===== config.mk =====
export PLATFORM = sky130hd
export DESIGN_NAME = kmkz_writeback_ahb
export DESIGN_NICKNAME = d
export VERILOG_FILES = /design/src/rtl/kmkz_writeback_ahb.sv
export SDC_FILE = /design/constraint.sdc
export NUM_CORES = 1
export LEC_CHECK = 0
export ABC_AREA = 1
export CORE_MARGIN = 5
export CORE_UTILIZATION = 35
export DETAILED_ROUTE_END_ITERATION = 8
export DONT_BUFFER_PORTS = 1
export PLACE_DENSITY = 0.46
export SLEW_MARGIN = 20
export SYNTH_ARGS = -nofsm -noshare
export SYNTH_HDL_FRONTEND = slang
export SYNTH_SLANG_ARGS = --single-unit

===== constraint.sdc =====
create_clock -name clk_i -period 2.6 [get_ports clk_i]
set_clock_uncertainty 0.1 [all_clocks]
set_input_delay 0.26 -clock clk_i [delete_from_list [all_inputs] [get_ports clk_i]]
set_output_delay 0.26 -clock clk_i [all_outputs]
set_load 0.005 [all_outputs]

===== src/rtl/kmkz_writeback_ahb.sv =====
// kmkz_writeback_ahb -- Kamikaze-uRV writeback stage with AHB data-phase tracking.
// Selects the rd result, extracts and sign-extends load data, and drives the
// lane-replicated store data onto HWDATA. The data phase is followed by a small FSM
// that handles HRESP ERROR, parks a completion that lands while the pipeline is
// stalled, and reports bus faults to the trap logic.
// Optional feature: define KMKZ_WB_TIMEOUT_EN to build the data-phase timeout
// counter and the DRAIN state. Without it, WAIT lasts until HREADY.
module kmkz_writeback_ahb #(
  parameter int TIMEOUT_CYC    = 256,
  parameter int TIMEOUT_W      = 9,
  parameter bit ERR_WRITE_ZERO = 1'b0
) (
  input  logic        clk_i,
  input  logic        rst_i,
  input  logic        w_stall_i,
  output logic        w_stall_req_o,
  input  logic        x_valid_i,
  input  logic        x_load_i,
  input  logic        x_store_i,
  input  logic [2:0]  x_fun_i,
  input  logic [31:0] x_dm_addr_i,
  input  logic [4:0]  x_rd_i,
  input  logic        x_rd_write_i,
  input  logic [31:0] x_rd_value_i,
  input  logic [31:0] x_shifter_rd_value_i,
  input  logic [31:0] x_multiply_rd_value_i,
  input  logic [1:0]  x_rd_source_i,
  input  logic [31:0] x_store_data_i,
  input  logic        HWRITE_i,
  input  logic        HTRANS1_i,
  input  logic        HREADY,
  input  logic        HRESP,
  input  logic [31:0] HRDATA,
  output logic [31:0] HWDATA,
  output logic [4:0]  rf_rd_o,
  output logic [31:0] rf_rd_value_o,
  output logic        rf_rd_write_o,
  output logic        w_fault_o,
  output logic [31:0] w_fault_addr_o,
  output logic        w_fault_store_o
);

  typedef enum logic [1:0] {
    S_IDLE  = 2'd0,
    S_WAIT  = 2'd1,
    S_DRAIN = 2'd2
  } state_t;

  state_t      r_state;
  logic        r_hold_vld;
  logic        r_hold_wr;
  logic [31:0] r_hold_data;
  logic [31:0] r_hwdata;
  logic        r_fault;
  logic [31:0] r_fault_addr;
  logic        r_fault_store;

  logic        w_mem_op;
  logic        w_timeout;
  logic        w_done;
  logic        w_err;
  logic        w_ld_wr_ok;
  logic [7:0]  w_lane [4];
  logic [7:0]  w_byte;
  logic [15:0] w_half;
  logic [31:0] w_load_val;
  logic [31:0] w_ld_res;
  logic [31:0] w_alu_val;
  logic [31:0] w_store_rep;
  logic [31:0] w_value;
  logic        w_write;

  // A 2**TIMEOUT_W <= TIMEOUT_CYC setting is a configuration error; it shows up as
  // an (empty) g_bad_timeout_w scope in the elaborated hierarchy.
  if ((1 << TIMEOUT_W) <= TIMEOUT_CYC) begin : g_bad_timeout_w
  end

  assign w_mem_op = x_valid_i & (x_load_i | x_store_i);

`ifdef KMKZ_WB_TIMEOUT_EN
  localparam logic [TIMEOUT_W-1:0] LP_CNT_LAST = TIMEOUT_W'(TIMEOUT_CYC - 1);
  logic [TIMEOUT_W-1:0] r_cnt;

  // The last allowed WAIT cycle without HREADY retires the op as a fault.
  assign w_timeout = (r_state == S_WAIT) & w_mem_op & ~r_hold_vld & ~HREADY &
                     (r_cnt == LP_CNT_LAST);
`else
  assign w_timeout = 1'b0;
`endif

  // The op retires when the slave answers (outside DRAIN) or the timeout fires.
  // While a held result is pending the bus is ignored entirely.
  assign w_done     = w_mem_op & ~r_hold_vld &
                      (((r_state != S_DRAIN) & HREADY) | w_timeout);
  assign w_err      = w_done & ((HREADY & HRESP) | w_timeout);
  assign w_ld_wr_ok = ~w_err | ERR_WRITE_ZERO;

  // Split the read bus into byte lanes for the load extractor.
  for (genvar gi = 0; gi < 4; gi++) begin : g_lane
    assign w_lane[gi] = HRDATA[8*gi +: 8];
  end

  assign w_byte = w_lane[x_dm_addr_i[1:0]];
  assign w_half = x_dm_addr_i[1] ? HRDATA[31:16] : HRDATA[15:0];

  // Load extraction: sign bit taken from the selected lane; halfwords use addr[1] only.
  always_comb begin
    case (x_fun_i)
      3'b000:  w_load_val = {{24{w_byte[7]}}, w_byte};
      3'b001:  w_load_val = {{16{w_half[15]}}, w_half};
      3'b100:  w_load_val = {24'h0, w_byte};
      3'b101:  w_load_val = {16'h0, w_half};
      default: w_load_val = HRDATA;
    endcase
  end

  // A faulted load carries zero so ERR_WRITE_ZERO builds write a clean value.
  assign w_ld_res = w_err ? 32'h0 : w_load_val;

  // Result selection for non-load instructions.
  always_comb begin
    case (x_rd_source_i)
      2'b01:   w_alu_val = x_shifter_rd_value_i;
      2'b10:   w_alu_val = x_multiply_rd_value_i;
      default: w_alu_val = x_rd_value_i;
    endcase
  end

  // Store data replicated across lanes so the slave picks the lane via HSIZE/HADDR.
  always_comb begin
    case (x_fun_i[1:0])
      2'b00:   w_store_rep = {4{x_store_data_i[7:0]}};
      2'b01:   w_store_rep = {2{x_store_data_i[15:0]}};
      default: w_store_rep = x_store_data_i;
    endcase
  end

  // Register-file write port: held result first, then loads, then plain ALU ops.
  always_comb begin
    w_value = w_alu_val;
    w_write = 1'b0;
    if (r_hold_vld) begin
      w_value = r_hold_data;
      w_write = r_hold_wr & ~w_stall_i;
    end else if (w_mem_op & x_load_i) begin
      w_value = w_ld_res;
      w_write = w_done & ~w_stall_i & w_ld_wr_ok;
    end else if (!w_mem_op) begin
      w_write = x_rd_write_i & x_valid_i & ~w_stall_i;
    end
  end

  assign rf_rd_o       = x_rd_i;
  assign rf_rd_value_o = w_value;
  assign rf_rd_write_o = w_write & rst_i;
  assign w_stall_req_o = rst_i & w_mem_op & ~r_hold_vld & ~w_done;

  assign HWDATA          = r_hwdata;
  assign w_fault_o       = r_fault;
  assign w_fault_addr_o  = r_fault_addr;
  assign w_fault_store_o = r_fault_store;

  // Data-phase FSM (and timeout counter when built).
  always_ff @(posedge clk_i or negedge rst_i) begin
    if (!rst_i) begin
      r_state <= S_IDLE;
`ifdef KMKZ_WB_TIMEOUT_EN
      r_cnt   <= '0;
`endif
    end else begin
      case (r_state)
        S_IDLE: begin
          if (w_mem_op & ~r_hold_vld & ~HREADY) begin
            r_state <= S_WAIT;
`ifdef KMKZ_WB_TIMEOUT_EN
            r_cnt   <= '0;
`endif
          end
        end
        S_WAIT: begin
          if (~w_mem_op | HREADY) begin
            r_state <= S_IDLE;
          end else if (w_timeout) begin
            r_state <= S_DRAIN;
          end else begin
`ifdef KMKZ_WB_TIMEOUT_EN
            r_cnt <= r_cnt + 1'b1;
`endif
          end
        end
        S_DRAIN: begin
          if (HREADY) begin
            r_state <= S_IDLE;
          end
        end
        default: r_state <= S_IDLE;
      endcase
    end
  end

  // HWDATA follows the accepted write address phase into the data phase.
  always_ff @(posedge clk_i or negedge rst_i) begin
    if (!rst_i) begin
      r_hwdata <= 32'h0;
    end else if (HTRANS1_i & HWRITE_i & HREADY) begin
      r_hwdata <= w_store_rep;
    end
  end

  // Fault pulse one cycle after the faulting completion; address/type sticky.
  always_ff @(posedge clk_i or negedge rst_i) begin
    if (!rst_i) begin
      r_fault       <= 1'b0;
      r_fault_addr  <= 32'h0;
      r_fault_store <= 1'b0;
    end else begin
      r_fault <= w_err;
      if (w_err) begin
        r_fault_addr  <= x_dm_addr_i;
        r_fault_store <= x_store_i;
      end
    end
  end

  // Park a completion that lands under stall; release on the first unstalled cycle.
  always_ff @(posedge clk_i or negedge rst_i) begin
    if (!rst_i) begin
      r_hold_vld  <= 1'b0;
      r_hold_wr   <= 1'b0;
      r_hold_data <= 32'h0;
    end else if (r_hold_vld) begin
      if (!w_stall_i) begin
        r_hold_vld <= 1'b0;
      end
    end else if (w_done & w_stall_i) begin
      r_hold_vld  <= 1'b1;
      r_hold_wr   <= x_load_i & w_ld_wr_ok;
      r_hold_data <= w_ld_res;
    end
  end

endmodule


---- Word-level counts from Yosys, hierarchy flattened ----
Index checks and enable logic that the tools add are counted.
word-level totals
  register bits after elaboration ......... 102
  logic and storage cells ................. 76
  memory bits (writable) .................. 0
  input port bits ......................... 213
  memories kept ........................... 0
  ROM bits ................................ 0
  output and inout port bits .............. 105
  bits in latches ......................... 0
operators by class
  add/sub/neg operators ................... 0
  muxes and demuxes ....................... 20
  shift operators ......................... 0
  multiply operators ...................... 0
  bitwise logic cells ..................... 30
  div/mod/pow operators ................... 0
  order comparisons ....................... 1
  reductions and logical operators ........ 5
  equal/unequal tests ..................... 12
operators with widths
  operator              number
  $pmux W32 S2          2
  $pmux W32 S4          1
  $mux W32              3
  $and A1 B1 Y1         21
  $bmux W8 S2           1
  $mux W16              1
  $mux W8               2
  $ne A2 B2 Y1 const B  4
  $eq A2 B1 Y1 const B  3
  $eq A3 B3 Y1 const B  2
  $mux W1               6
  $mux W2               3
  $not A1 Y1            6
  $pmux W2 S3           1
  $eq A2 B2 Y1 const B  2
  $logic_not A2 Y1      2
  $eq A3 B1 Y1 const B  1
  $ge A3 B3 Y1 const B  1
  $logic_not A3 Y1      1
  $not A2 Y3            1
  $reduce_and A3 Y1     1
  $or A1 B1 Y1          2
  $reduce_and A2 Y1     1

---- Longest topological paths before layout ----
Gate-level depths: netlist (run 1).
  word-level depth ........................ 10
  depth in mapped cells ................... 11

---- Worst setup path before layout (run 1) ----
OpenSTA, ideal clock, no wires.
  path kind ............................... input port to output port
  start ................................... input port x_rd_source_i[0]
  end ..................................... output port rf_rd_value_o[10]
  stages on the path ...................... 9
  arrival ................................. 1.365 ns
  buffers on the path ..................... 1
  path slack .............................. 0.875 ns
  required time ........................... 2.240 ns
  path through ............................ inv_1 -> ha_1 -> clkinv_1 -> clkbuf_1 -> nand3_1 -> o21ai_0 -> a21oi_1 -> nand2_1 -> nand2_1
on the way
  word-level cells in the longest chain between the ends .. 4
  elaborated cells between the ends (all ways) .. 5
ends and longest elaborated chain
  element                                       RTL line  RTL
  from (decl)                                   27        input logic [1:0] x_rd_source_i,
  $eq A2 B2 Y1 or $eq A2 B1 Y1 (tied branches)  122       case (x_rd_source_i)
  $pmux W32 S2 *                                122
  $mux W32 *                                    145       end else if (w_mem_op & x_load_i) begin
  $mux W32 *                                    142       if (r_hold_vld) begin
  to (decl)                                     36        output logic [31:0] rf_rd_value_o,
Mark *: on every way between the ends. The rest lies on a longest branch, timed or not.

---- Worst setup path in the final report (run 1) ----
  start ................................... register r_hold_vld
  end ..................................... output port rf_rd_value_o[5]
on the way
  word-level cells in the longest chain between the ends .. 7
ends and longest elaborated chain
  element                      RTL line  RTL
  from (decl)                  50        logic r_hold_vld;
  from (signal assigned)       228       r_hold_vld <= 1'b0;
  from (signal assigned)       233       r_hold_vld <= 1'b0;
  from (signal assigned)       236       r_hold_vld <= 1'b1;
  $not A1 Y1 (no source line)  --
  $and A1 B1 Y1 (2 in series)  93        assign w_done = w_mem_op & ~r_hold_vld &
  $and A1 B1 Y1                95        assign w_err = w_done & ((HREADY & HRESP) | w_timeout);
  $mux W32                     118       assign w_ld_res = w_err ? 32'h0 : w_load_val;
  $mux W32                     145
  $mux W32 *                   142
Marked as above.

==> results.cfg, run 1 <==
[outcome]
status = finished, violations left
violations = negative hold slack

[pwr]
powerDensity_nw_per_um2 = 617
switchingPower_mw = 1.46
ir_drop_mv = 0.320
p_sw_share_pct = 33.5
combPwrFrac_pct = 21.5
clock_power_share_pct = 30.1
p_int_mw = 2.90
leakage_nw = 3.51
p_seq_share_pct = 48.4

[synth]
synthAdderAreaFrac_pct = 0.402
synth_top_family_by_area = simple AND/OR/NAND/NOR gates
synth-xor-area-share_pct = 0
syn_nets = 1164
netlist_area_um2 = 6230
syn_area_per_cell_um2 = 6.56
ys_types = 30
synthMuxAreaShare_pct = 0
yosysSeqAreaShare_pct = 40.2
ys_seq_elements = 100
ys_warn_count = 0
synthCells = 949
yosys.area_share.simple_pct = 39.4
synth_compound_area_share_pct = 13.2

[layout]
multiInputGateArea_um2 = 3320
drive_gt1_share_pct = 7.60
syn2layout_area_growth_pct = 13.4
fillers = 1872
final_area_um2 = 7060
finalCoreUtilization_pct = 40.7
num_antenna_cells = 0
fin_nets = 1170
seq_area_um2 = 2500

[detailed_routing]
via_count = 6100
avgViaCountPerCell = 5.15
wirelength_um = 22500
wl_per_cell_um = 19.0
drt-initial-drc-count = 326
ant_nets = 0
drtPass1Iterations = 5
remaining_drc_errors = 0

[cts]
numClockSinks = 100
cts_tree = done
clk_latency_ns = 0.34
numCtsBuffers = 9
clkTransAtPathRegs_ns = 0.07
postCtsHoldBufs = 46
cts_setup_buffers = 0
clock-root-buffer = clkbuf_16
clockBufferDepth = 2
htree_levels = 3

[sta]
tns_ns = 0
min_period_ns = 2.44
rsz0062_at_grt = no
finalCritPeriodShare_pct = 93.7
timing.hold.ws_ns = -0.497
worst-slew-pin-transition_ns = 0.708
final-setup-viol-count = 0
hold_violations = 100
max_freq_ghz = 0.410
slew_headroom_pct = 52.7
drv_slew = 0

[global_routing]
grt_overflow = 0
grt_use_total_pct = 21.1
antenna_found_initial = 0
grt_pass1_vias = 6073
grt_max_degree = 103
grt_pass1_wl_um = 33700

[critical_path]
crit_path_max_fanout = 22
start_kind = flop
cp_cell_sequence = inv_1 -> nand4_1 -> inv_1 -> nand2_4 -> buf_4 -> nand3_1 -> nand2_1 -> nand2_1 -> nand2_1
required_ns = 2.24
rr_endpoint = r_hold_wr
reg2regPathDepth = 6
cp-end-kind = output pin
timing.rr.start = r_hold_vld
cp_top_family = simple AND/OR/NAND/NOR gates
cp_slowest_cell = dfrtp_2
cpPeakStageDelay_ns = 0.40
crit_type = flop to output pin
r2r_setup_slack_ns = 0.27
arrival_ns = 2.08
path_buf_inv = 3
path_common_cell = nand2_1

[die]
rows = 48
num_io_pins = 318
fp.dieW_um = 143
die_h_um = 143
initial_core_util_pct = 35.9
core-area_um2 = 17400
die_area_um2 = 20600

[placement]
gp_congestion = 0.801
io_buffers = 0
dp_hpwl_um = 16600
dpl_cell_area_um2 = 6310

[worst_hold_path]
hold_class = input pin to async pin

[job]
maxCapViolations = 0
-- power by group through the flow --
| stage | sequential (mW) | combinational, mW | clock [mW] |
|---|---|---|---|
| detailed placement | 2.14 | 0.890 | 0 |
| global placement | 2.14 | 0.864 | 0 |
| global route | 2.15 | 1.09 | 1.42 |
| floorplan | 2.05 | 0.723 | 0 |
| CTS | 2.11 | 0.951 | 1.36 |
| finish | 2.11 | 0.939 | 1.31 |
-- through the flow --
stage | hold WS (ns) | instances | setup slack, ns | total power [mW]
CTS | -0.519 | 1185 | 0.154 | 4.42
floorplan | -0.136 | 949 | 0.875 | 2.77
finish | -0.497 | 1185 | 0.164 | 4.36
global route | -0.524 | 1185 | 0.0140 | 4.66
detailed placement | -0.133 | 1123 | 0.371 | 3.03
global placement | -0.133 | 1123 | 0.458 | 3.00
-- registers in the layout, summed over array words and instances (netlist names) --
register	flops
r_hold_wr	1
r_hold_vld	1
w_fault_o	1
w_fault_store_o	1
w_fault_addr_o	32
HWDATA	32
r_hold_data	32
-- worst max-delay path by stage --
| stage | from | endpoint | slack, ns | cells after the start |
|---|---|---|---|---|
| finish | r_hold_vld | rf_rd_value_o[5] | 0.16 | 9 |
| global route | r_hold_vld | rf_rd_value_o[5] | 0.01 | 9 |
| CTS | r_hold_vld | rf_rd_value_o[5] | 0.15 | 9 |
| detailed placement | r_hold_vld | rf_rd_value_o[5] | 0.37 | 9 |
| global placement | r_hold_vld | rf_rd_value_o[1] | 0.46 | 9 |
| floorplan | x_rd_source_i[0] | rf_rd_value_o[10] | 0.88 | 9 |
-- cell families (layout without fill, tap and decap cells) --
kind of cell / after synthesis / after routing
adder cells (fa/ha/maj): 2 / 2
AND/OR/NAND/NOR: 597 / 597
flip-flops: 100 / 100
AO/OA/AOI/OAI: 158 / 158
buffers and inverters: 92 / 103
-- cell type report --
type / count / share of cell area [%]
inverters: 28 / 1.51
clock inverters: 7 / 0.851
well taps: 225 / 3.99
repair buffers: 59 / 7.90
clock buffers: 9 / 3.19
multi-input cells: 757 / 47.1
flip-flops and latches: 100 / 35.5
-- layer usage --
metal,track usage (%),share of wire (%),up-vias,wire length [um]
li1,-,-,3024,-
met1,25.0,39,2793,8770
met2,36.2,48,252,10900
met3,7.05,11,31,2460
met4,6.64,1.9,0,428
met5,0,0,-,0
-- synthesized netlist by cell type (all sizes together) --
cell	number	area share [%]
a21oi	53	4.4
inv	26	1.6
o21ai	95	7.6
o211ai	1	0.12
nor2	36	2.3
nor3	1	0.080
nand3	69	6.6
nand2	475	29
or2	15	1.5
buf	27	2.8
a22oi	1	0.12
nand4	1	0.10
ha	2	0.40
o31ai	8	0.96
dfrtp	100	40
clkbuf	37	2.2
clkinv	2	0.14
-- layout by cell type (no fill, tap or decap) --
cell | netlist | routed
clkinv_1 | 1 | 1
nand4_1 | 1 | 1
nand3_4 | 1 | 1
dfrtp_1 | 100 | 99
nand2_1 | 472 | 471
nand3_1 | 58 | 57
dlygate4sd3_1 | 0 | 46
clkinv_4 | 0 | 2
inv_2 | 5 | 5
o21ai_0 | 79 | 79
a21oi_1 | 51 | 51
nor2_2 | 3 | 3
nor3_1 | 1 | 1
inv_8 | 0 | 2
o211ai_1 | 1 | 1
a22oi_1 | 1 | 1
nand3_2 | 10 | 11
o31ai_1 | 8 | 8
clkinvlp_4 | 0 | 2
clkinv_2 | 1 | 2
nand2_4 | 2 | 3
nor2_4 | 0 | 1
or2_2 | 15 | 15
dfrtp_2 | 0 | 1
buf_4 | 11 | 13
o21ai_1 | 16 | 16
nand2_2 | 1 | 1
a21oi_2 | 2 | 2
ha_1 | 2 | 2
clkbuf_16 | 0 | 9
inv_1 | 21 | 21
nor2_1 | 33 | 32
-- what timing repair did --
| item | in CTS | in global routing |
|---|---|---|
| setup endpoints to repair | 4 | 0 |
| gates resized for setup | 1 | 0 |
| endpoints found under the hold margin | 147 | 100 |
(Power assumes the default switching activity.)
==> run 2: changes to the inputs <==
--- a/config.mk
+++ b/config.mk
@@ -8,9 +8,11 @@
 export ABC_AREA = 1
 export CORE_MARGIN = 5
 export CORE_UTILIZATION = 35
+export CTS_BUF_LIST = sky130_fd_sc_hd__clkbuf_16
 export DETAILED_ROUTE_END_ITERATION = 8
 export DONT_BUFFER_PORTS = 1
 export PLACE_DENSITY = 0.46
+export REMOVE_ABC_BUFFERS = 1
 export SLEW_MARGIN = 20
 export SYNTH_ARGS = -nofsm -noshare
 export SYNTH_HDL_FRONTEND = slang
==> results.cfg, run 2 (synthesis results as in run 1) <==
[job]
maxCapViolations = 0

[placement]
dp_hpwl_um = 15400
dpl_cell_area_um2 = 6310
place_inst = 1121
gp_congestion = 0.831
pre_cts_ws_ns = 0.534
io_buffers = 0

[layout]
instances_no_fill = 1187
finalCoreUtilization_pct = 40.9
final_common_cell = nand2_1
final_cell_mix = nand2_1 (471), dfrtp_1 (99), o21ai_0 (79), nand3_1 (57), a21oi_1 (51)
num_antenna_cells = 0
final_area_um2 = 7100
syn2layout_area_growth_pct = 14.0
drive_gt1_share_pct = 7.28
fin_nets = 1172

[pwr]
p_seq_share_pct = 48.1
ir_drop_mv = 0.277
fin_total_pwr_mw = 4.38
switchingPower_mw = 1.47
clock_power_share_pct = 30.2
p_int_mw = 2.91
leakage_nw = 3.53
p_sw_share_pct = 33.7
powerDensity_nw_per_um2 = 617
combPwrFrac_pct = 21.6

[critical_path]
crit_type = flop to output pin
cp-end-kind = output pin
crit_path_max_fanout = 47
start_kind = flop
arrival_ns = 2.05
required_ns = 2.24
startpoint = r_hold_vld
timing.rr.start = r_hold_vld

[detailed_routing]
wl_per_cell_um = 18.3
via_count = 6154
ant_nets = 0
drt-initial-drc-count = 312
wirelength_um = 21800
remaining_drc_errors = 0
drtPass1Iterations = 5
avgViaCountPerCell = 5.18

[sta]
timing.hold.ws_ns = -0.506
tns_ns = 0
slew_headroom_pct = 31.2
setup_ws_ns = 0.190
final-setup-viol-count = 0
max_freq_ghz = 0.415
drv_slew = 0
finalCritPeriodShare_pct = 92.7
min_period_ns = 2.41
worst-slew-pin-transition_ns = 1.03
hold_violations = 100
rsz0062_at_grt = no

[cts]
clock-root-buffer = clkbuf_16
numCtsBuffers = 9
htree_levels = 3
numClockSinks = 100
cts_tree = done
postCtsHoldBufs = 50
clk_latency_ns = 0.34
clockBufferDepth = 2
clkTransAtPathRegs_ns = 0.08

[die]
rows = 48
initial_core_util_pct = 35.9
num_io_pins = 318
core-area_um2 = 17400
die_area_um2 = 20600
fp.dieW_um = 143
die_h_um = 143

[global_routing]
antenna_found_initial = 0
grt_use_total_pct = 20.4
grt_pass1_vias = 6117
grt_overflow = 0
grt_max_degree = 103
grt_pass1_wl_um = 33400

[outcome]
status = finished, violations left
violations = negative hold slack

[worst_hold_path]
hold_class = input pin to async pin
-- run 2: repair_timing --
action,CTS,global route
hold endpoints to repair,150,100
resized for setup,0,2
setup buffers,0,0
endpoints found under the setup margin,0,9
-- run 2: cell type report --
| class | count | area (um2) |
|---|---|---|
| multi-input cells | 757 | 3330 |
| clock inverters | 7 | 60.1 |
| flip-flops and latches | 100 | 2500 |
| clock buffers | 9 | 225 |
| inverters | 28 | 106 |
| well taps | 225 | 282 |
| repair buffers | 61 | 596 |
| fillers | 1855 | 10300 |
-- run 2: power groups by stage --
stage	sequential [mW]	combinational, mW	clock (mW)
finish	2.11	0.946	1.33
global route	2.15	1.10	1.43
CTS	2.11	0.956	1.37
detailed placement	2.13	0.890	0
global placement	2.14	0.863	0
floorplan	2.06	0.664	0
-- run 2: worst max-delay path, cell delays in order (launching register included) --
cell and delay, ns:
dfrtp_2 0.40, inv_1 0.10, nand4_1 0.26, inv_1 0.20
nand2_4 0.14, buf_12 0.23, nand3_1 0.13, nand2_1 0.06
nand2_1 0.07, nand2_1 0.09
-- run 2: routing by layer --
layer,part of all wire (%),global-route usage (%)
met5,0,0
met4,2.6,6.24
met3,11,7.65
met2,46,33.6
met1,40,25.1
-- run 2: path summary, 6_finish.rpt --
check | endpoint | slack [ns] | depth (start not counted)
worst max-delay path | rf_rd_value_o[1] | 0.19 | 9
worst min-delay path | HWDATA[11] | -0.51 | 0
worst max register to register | r_hold_data[11] | 0.58 | 5
worst min register to register | r_hold_data[15] | 0.39 | 2
max in group asynchronous | r_hold_vld | 2.76 | 0
min in group clk_i | HWDATA[10] | 0.01 | 2
==> run 3: changes to the inputs <==
--- a/config.mk
+++ b/config.mk
@@ -5,7 +5,7 @@
 export SDC_FILE = /design/constraint.sdc
 export NUM_CORES = 1
 export LEC_CHECK = 0
-export ABC_AREA = 1
+export CORE_ASPECT_RATIO = 2
 export CORE_MARGIN = 5
 export CORE_UTILIZATION = 35
 export CTS_BUF_LIST = sky130_fd_sc_hd__clkbuf_16
==> results.cfg, run 3 <==
[synth]
yosys.area.top_type = dfrtp_1
ys_top_cells_by_area = dfrtp_1 (43%), mux2_2 (8.2%), a22oi_1 (6.5%)
ys_seq_elements = 100
ys_types = 40
ys_async_sr_fraction_pct = 100
synth_most_common_cell = dfrtp_1
ys_warn_count = 0
synth_top_cell_area_share_pct = 43.3
yosys-top-cells-count = dfrtp_1 (100), o21ai_0 (72), nand2_1 (61)
netlist_area_um2 = 5780
syn_area_per_cell_um2 = 9.52
synthCells = 607
ys.flop_type = dfrtp_1
yosysSeqAreaShare_pct = 43.3
synth_edf_count = 0

[placement]
dp_hpwl_um = 15700
gp_congestion = 0.817
io_buffers = 0

[outcome]
status = finished, violations left
violations = negative hold slack

[sta]
max_freq_ghz = 0.413
min_period_ns = 2.42
drv_slew = 0
final-setup-viol-count = 0
hold_violations = 100
timing.hold.ws_ns = -0.501
tns_ns = 0
finalCritPeriodShare_pct = 93.1
rsz0062_at_grt = no
slew_headroom_pct = 56.4
worst-slew-pin-transition_ns = 0.655

[critical_path]
crit_type = flop to output pin
cp-end-kind = output pin
cp_slowest_cell = a21o_1
arrival_ns = 2.06
cp_cell_sequence = buf_4 -> a211o_1 -> a21o_1 -> o21ai_0
crit_path_max_fanout = 19
cpPeakStageDelay_ns = 0.41
required_ns = 2.24
start_kind = flop

[detailed_routing]
wl_per_cell_um = 24.9
wirelength_um = 20700
wirelength_met1_um = 6570
via_count = 4919
routed-wl-met3_um = 2130
drt-initial-drc-count = 123
top_layer_used = met4
ant_nets = 0
drtPass1Iterations = 5
avgViaCountPerCell = 5.92
met2_length_um = 11400
remaining_drc_errors = 0

[cts]
postCtsHoldBufs = 45
cts_resized = 0
clockBufferDepth = 2
cts_setup_buffers = 0
cts_tree = done
numCtsBuffers = 9
clkTransAtPathRegs_ns = 0.08
htree_levels = 3
numClockSinks = 100
clk_latency_ns = 0.35
clock-root-buffer = clkbuf_16

[layout]
final_cell_mix = dfrtp_1 (100), o21ai_0 (72), nand2_1 (61), a22oi_1 (50), dlygate4sd3_1 (45)
fin_nets = 837
drive_gt1_share_pct = 13.1
seq_area_um2 = 2500
multiInputGateArea_um2 = 3000
fillers = 1613
num_antenna_cells = 0
syn2layout_area_growth_pct = 15.9
final_common_cell = dfrtp_1

[global_routing]
grt_max_degree = 103
grt_overflow = 0
antenna_found_initial = 0
grt_pass1_wl_um = 30300
grt_use_total_pct = 20.7
grt_pass1_vias = 5237

[die]
fp.dieW_um = 101
num_io_pins = 318
die_h_um = 192
rows = 66
initial_core_util_pct = 35.5
core-area_um2 = 16300
die_area_um2 = 19300

[pwr]
ir_drop_mv = 0.512
powerDensity_nw_per_um2 = 645
leakage_nw = 2.89

[worst_hold_path]
hold_class = input pin to async pin

[job]
maxCapViolations = 0
==> run 3: cell types whose count changed after synthesis, moves of 15 or more <==
cell,delta
mux2i_1,+32
a221oi_1,+15
a21o_1,+18
nor2_1,-20
nand2_1,-411
inv_1,-15
nor2b_1,+26
or2_2,-15
a211oi_1,+16
mux2_2,+42
a21oi_1,-17
nand3_1,-56
a22oi_1,+49
==> run 3: worst paths after layout <==
| check | from | end | slack, ns | cells after the start |
|---|---|---|---|---|
| max | r_hold_vld | rf_rd_value_o[31] | 0.18 | 4 |
| min | rst_i | HWDATA[1] | -0.50 | 0 |
| max reg2reg | r_hold_vld | w_fault_addr_o[15] | 0.62 | 4 |
| min reg2reg | r_hold_data[4] | r_hold_data[4] | 0.39 | 2 |
| max in group asynchronous | rst_i | r_hold_data[16] | 2.73 | 0 |
| min in group clk_i | x_store_data_i[29] | HWDATA[29] | 0.01 | 2 |
==> run 3: worst max-delay path, delay by kind of cell, from the launching register on <==
kind	cells	cell delay, ns
compound gates	3	1.09
buf+inv	1	0.22
flops	1	0.40
==> run 3: power by group <==
part           switching, mW  leakage [nW]  internal (mW)
registers              0.241          1.26           1.84
logic                  0.388          1.48          0.407
clock network          0.671         0.155          0.774
==> run 3: cell families (layout without fill, tap and decap cells) <==
logic type / after synthesis / after routing / synth area share (%)
simple gates: 128 / 128 / 10.4
fa+ha+maj: 2 / 2 / 0.433
compound gates: 237 / 237 / 26.7
flops: 100 / 100 / 43.3
buf+inv: 65 / 85 / 5.05
mux: 75 / 75 / 14.1
==> run 3: through the flow <==
step           setup WS (ns)  total power, mW  cell area [um2]  instances  utilization, %
2_1_floorplan         -0.155             2.58             5510        548               -
3_3_place_gp           0.507             2.84             5940        770            36.5
3_5_place_dp           0.483             2.86             5940        770            36.5
4_1_cts                0.143             4.39             6700        831            41.2
5_1_grt               0.0927             4.57             6700        831            41.2
6_report               0.179             4.32             6700        831            41.2
==> run 3: final cells by class <==
class / count / share of cell area (%)
multi-input cells: 442 / 44.7
flip-flops and latches: 100 / 37.4
repair buffers: 63 / 9.11
well taps: 204 / 3.81
clock buffers: 9 / 3.36
clock inverters: 7 / 1.31
inverters: 6 / 0.336
==> run 3: layer usage <==
| layer | vias to the layer above | global-route usage [%] |
|---|---|---|
| li1 | 2267 | - |
| met1 | 2405 | 20.5 |
| met3 | 30 | 8.03 |
| met2 | 217 | 37.9 |
| met5 | - | 0 |
| met4 | 0 | 8.41 |
